[src/rtl/ser_frame_tx.sv]
// Serial frame generator: start bit, 2-bit port, 4-bit count, then N payload
// bits, all MSB first, advancing one bit per bit_en strobe.
module ser_frame_tx #(
    parameter int DATA_W = 15
) (
    input  logic              clk,
    input  logic              rst,
    input  logic              start,
    input  logic [1:0]        port_sel,
    input  logic [3:0]        len,
    input  logic [DATA_W-1:0] data,
    input  logic              bit_en,
    output logic              ser_out,
    output logic              busy,
    output logic              done
);

    localparam logic [2:0] S_IDLE  = 3'd0;
    localparam logic [2:0] S_START = 3'd1;
    localparam logic [2:0] S_PORT  = 3'd2;
    localparam logic [2:0] S_CNT   = 3'd3;
    localparam logic [2:0] S_DATA  = 3'd4;

    logic [2:0]        state_q, state_d;
    logic [1:0]        port_q, port_d;
    logic [3:0]        len_q, len_d;
    logic [DATA_W-1:0] data_q, data_d;
    logic [3:0]        idx_q, idx_d;
    logic              ser_q, ser_d;
    logic              busy_q, busy_d;
    logic              done_q, done_d;
    logic              end_frame;

    always_comb begin
        state_d   = state_q;
        port_d    = port_q;
        len_d     = len_q;
        data_d    = data_q;
        idx_d     = idx_q;
        ser_d     = ser_q;
        busy_d    = busy_q;
        done_d    = 1'b0;
        end_frame = 1'b0;

        unique case (state_q)
            S_IDLE: begin
                if (start) begin
                    port_d  = port_sel;
                    len_d   = len;
                    data_d  = data;
                    idx_d   = 4'd0;
                    state_d = S_START;
                    ser_d   = 1'b1;
                    busy_d  = 1'b1;
                end
            end
            S_START: begin
                if (bit_en) begin
                    state_d = S_PORT;
                    idx_d   = 4'd1;
                    ser_d   = port_q[1];
                end
            end
            S_PORT: begin
                if (bit_en) begin
                    if (idx_q != 4'd0) begin
                        idx_d = 4'd0;
                        ser_d = port_q[0];
                    end else begin
                        state_d = S_CNT;
                        idx_d   = 4'd3;
                        ser_d   = len_q[3];
                    end
                end
            end
            S_CNT: begin
                if (bit_en) begin
                    if (idx_q != 4'd0) begin
                        idx_d = idx_q - 4'd1;
                        ser_d = len_q[idx_q-4'd1];
                    end else if (len_q != 4'd0) begin
                        state_d = S_DATA;
                        idx_d   = len_q - 4'd1;
                        ser_d   = data_q[len_q-4'd1];
                    end else begin
                        end_frame = 1'b1;
                    end
                end
            end
            S_DATA: begin
                // idx_q stops at 0; the strobe after data[0] closes the frame
                if (bit_en) begin
                    if (idx_q != 4'd0) begin
                        idx_d = idx_q - 4'd1;
                        ser_d = data_q[idx_q-4'd1];
                    end else begin
                        end_frame = 1'b1;
                    end
                end
            end
            default: begin
                state_d = S_IDLE;
                ser_d   = 1'b0;
                busy_d  = 1'b0;
            end
        endcase

        if (end_frame) begin
            state_d = S_IDLE;
            idx_d   = 4'd0;
            ser_d   = 1'b0;
            busy_d  = 1'b0;
            done_d  = 1'b1;
        end
    end

    always_ff @(posedge clk) begin
        if (rst) begin
            state_q <= S_IDLE;
            port_q  <= '0;
            len_q   <= '0;
            data_q  <= '0;
            idx_q   <= '0;
            ser_q   <= 1'b0;
            busy_q  <= 1'b0;
            done_q  <= 1'b0;
        end else begin
            state_q <= state_d;
            port_q  <= port_d;
            len_q   <= len_d;
            data_q  <= data_d;
            idx_q   <= idx_d;
            ser_q   <= ser_d;
            busy_q  <= busy_d;
            done_q  <= done_d;
        end
    end

    assign ser_out = ser_q;
    assign busy    = busy_q;
    assign done    = done_q;

endmodule

[config.mk]
export PLATFORM = sky130hd
export DESIGN_NAME = ser_frame_tx
export DESIGN_NICKNAME = d
export VERILOG_FILES = /design/src/rtl/ser_frame_tx.sv
export SDC_FILE = /design/constraint.sdc
export NUM_CORES = 1
export LEC_CHECK = 0
export CELL_PAD_IN_SITES_DETAIL_PLACEMENT = 1
export CELL_PAD_IN_SITES_GLOBAL_PLACEMENT = 1
export CORE_ASPECT_RATIO = 0.8
export CORE_MARGIN = 3
export CORE_UTILIZATION = 50
export DETAILED_ROUTE_END_ITERATION = 6
export DONT_BUFFER_PORTS = 1
export HOLD_SLACK_MARGIN = 0.05
export PLACE_DENSITY = 0.81
export SETUP_SLACK_MARGIN = 0.2
export SLEW_MARGIN = 20
export SYNTH_ARGS = -nofsm -noshare
export SYNTH_HDL_FRONTEND = slang
export SYNTH_SLANG_ARGS = --single-unit
[constraint.sdc]
create_clock -name clk -period 4 [get_ports clk]
set_clock_uncertainty 0.1 [all_clocks]
set_input_delay 0.2 -clock clk [delete_from_list [all_inputs] [get_ports clk]]
set_output_delay 0.2 -clock clk [all_outputs]
set_load 0.005 [all_outputs]
==> results.md <==
- Hold Path Class: in2reg
- Seq/Total Area, Yosys: 32.83%
- Number of synthesized flops with an enable pin: 0
- Fin crit share: 70.20%
- Die W: 74.75 um
- Crit-path max FO: 9
- Hold_sp: bit_en
- Rows: 19
- Top Ports: 28
- Critical Path RT: 4.08 ns
- Syn-to-layout area delta: 17.80%
- CTS tree: built
- Die height: 61 um
- PortBufs: 0
- Mean Syn Cell Area: 8.045 um^2
- Layout Nets: 278
- Pin count of the biggest net entering global routing: 24
- Mapped cell area: 1891 um^2
- Post-synthesis net count: 264
- Status: finished clean
- Number of antenna violations at the first check in global routing: 0
- Via density: 6.390
- Crit end category: register
- Clock slew at reported path FFs: 0.08 ns
- Starting Density: 53.73%
- ANT cells: 0
- Endpoints failing hold: 0
- Final setup vio count: 0
- Clk sinks: 31
- Fillers: 410
- Max_slew headroom: 41.94%
- Hold Path Depth: 3
- Post-CTS setup buffer count: 0
- Via count: 1866
- Clk_lat worst skew: 0.30 ns
- Initial DRC Count: 124
- Setup tns final: 0 ns
- Routed WL: 5.954 mm
- Die area: 4560 um^2
- Yosys Warn Count: 0
- Slowest library cell on the worst path: xnor2_1
- Slew Limit Fails: 0
- CTS H-tree depth: 2
- Setup Slack @ Placement: 1.267 ns
- Peak VDD IR: 0.6038 mV
- Routability Congestion: 0.8816
- Root buf cell: clkbuf_8
- Wire per inst: 20.39 um
- First-pass GRT wire length: 9.791 mm
- Synth Flop Type: dfxtp_1
- Min Hold Slack: 0.2217 ns
- P_leak: 0.0008307 uW
- Count leader, synth: nand2_1
- Final worst setup slack: 1.192 ns
- Worst Reg2Reg Path Length in Cells: 8
- Clock tree buffer depth: 2
- Placed instance area: 1884 um^2
- Area contributors post-synth: dfxtp_1 (33%), nand2_1 (9.5%), a21oi_1 (8.7%)
- # hold bufs at CTS: 23
- Layout cells sized above 1: 8.000%
- CTS Buf Count: 5
- Hold endpoint: ser_out$_SDFFE_PP0P_
- Max Freq: 356.1 MHz
- Minimum clock period: 2.808 ns
- RSZ-0062 raised after global routing: no
- RR Startpoint: len_q[0]$_SDFFE_PP0P_
- Metal2 WL: 2.901 mm
- Post-route cell area: 2227 um^2
- Reg2Reg Setup Slack: 1.19 ns
- Cell count after synthesis: 235
- CP peak stage delay: 0.57 ns
- Max-Cap Viols: 0
- # resized after CTS: 0
- Cell chain of the critical path: inv_1, ha_1, xnor2_1, mux2_2, a21oi_1, o21ai_0, o2111ai_1, a2111oi_1
- DR top layer: met4
- Number of distinct library cells after synthesis: 44
- Nature of the critical path startpoint: register
- DRC errors left: 0
- Worst setup path startpoint: len_q[0]$_SDFFE_PP0P_
- Detailed Routing Iterations Pass 1: 4
- Worst r2r dst: ser_out$_SDFFE_PP0P_
- GRT Total Usage: 29.57%
- Grt ovf: 0
- WL met1: 2.549 mm
- #FFs+latches synth: 31
- Synth area leader: dfxtp_1
- Setup CP Type: reg2reg
- Core Area: 3518 um^2
- Arrival @ worst endpoint: 2.88 ns
- Power per cell area: 699.9 nW/um^2
- Top post-synthesis cells by count: nand2_1 (48), a21oi_1 (33), dfxtp_1 (31), nor2_1 (16), clkbuf_1 (15)
- Vias in the first global route: 1962
- DP HPWL: 3.969 mm
- Synth top area share: 32.83%
- Worst-Margin Slew: 0.8680 ns
- Routed Antenna Nets: 0
- Routed wl met3: 312 um
- Ys async rst share: 0%
-- cell families after synthesis --
kind of cell               count (synthesis)  share of synthesized area [%]
and+or+nand+nor                           93                          23.23
AOI/OAI and AO/OA                         67                          21.71
DFF                                       31                          32.83
buffers and inverters                     21                          4.632
muxes                                     14                          12.24
xor gates and xnor gates                   5                          2.714
adders and majority gates                  4                          2.647
-- worst max path at each step --
stage	depth (start not counted)	slack, ns	to
2_1_floorplan	8	1.63	ser_out$_SDFFE_PP0P_
3_3_place_gp	6	1.43	ser_out$_SDFFE_PP0P_
3_5_place_dp	7	1.27	ser_out$_SDFFE_PP0P_
4_1_cts	7	1.24	ser_out$_SDFFE_PP0P_
5_1_grt	8	1.0	ser_out$_SDFFE_PP0P_
6_report	8	1.19	ser_out$_SDFFE_PP0P_
-- final cells by class --
type / instances / area (um^2) / share of cell area [%]
Tap cell: 42 / 52.55 / 2.360
Sequential cell: 31 / 620.6 / 27.87
Timing Repair Buffer: 24 / 237.7 / 10.67
Inverter: 4 / 15.01 / 0.6742
Multi-Input combinational cell: 183 / 1189 / 53.37
Clock inverter: 3 / 43.79 / 1.966
Clock buffer: 5 / 68.82 / 3.090
-- sequential cells by signal (all words and copies together), names as in the netlist --
| signal | flops |
|---|---|
| data_q | 15 |
| idx_q | 4 |
| len_q | 4 |
| state_q | 3 |
| port_q | 2 |
| busy | 1 |
| done | 1 |
| ser_out | 1 |
-- placed cells by master, fill, tap and decap left out, types with 3 or more instances in the layout --
| master | synthesis | layout |
|---|---|---|
| mux2i_1 | 7 | 7 |
| o21ai_0 | 12 | 12 |
| nor3_1 | 4 | 4 |
| nor2b_1 | 5 | 5 |
| nand2_1 | 48 | 48 |
| dlygate4sd3_1 | 0 | 23 |
| xnor2_1 | 3 | 3 |
| and2_1 | 3 | 3 |
| mux4_1 | 4 | 4 |
| clkbuf_8 | 0 | 5 |
| inv_1 | 4 | 4 |
| nor3b_1 | 3 | 3 |
| nand2b_1 | 5 | 5 |
| ha_1 | 4 | 4 |
| o22ai_1 | 3 | 3 |
| a21oi_1 | 33 | 33 |
| nor2_1 | 16 | 16 |
| dfxtp_1 | 31 | 31 |
-- stage by stage --
stage	instances	total power, uW	utilization (%)
final	292	1559	63.30
after global routing	292	1667	63.30
after CTS	292	1537	63.30
after detailed placement	261	1190	53.56
after global placement	261	1135	53.56
after floorplan	235	1031	-
-- routing by layer --
layer / up-vias / GRT usage [%]
li1: 863 / -
met1: 914 / 35.02
met2: 68 / 50.31
met3: 21 / 7.616
met4: 0 / 14.21
met5: - / 0
-- worst max-delay path: cells and delay by family, from the launching register on --
family | cells | cell delay [ns]
AO/OA/AOI/OAI | 4 | 0.70
buffers and inverters | 1 | 0.17
XOR/XNOR | 1 | 0.57
adder cells (fa/ha/maj) | 1 | 0.31
flip-flops | 1 | 0.54
multiplexers | 1 | 0.30
-- power breakdown --
| group | switching [uW] | total, uW | internal (uW) |
|---|---|---|---|
| registers | 121 | 496 | 375 |
| clock network | 138 | 323 | 186 |
| logic | 424 | 740 | 315 |
(Power assumes the default switching activity.)
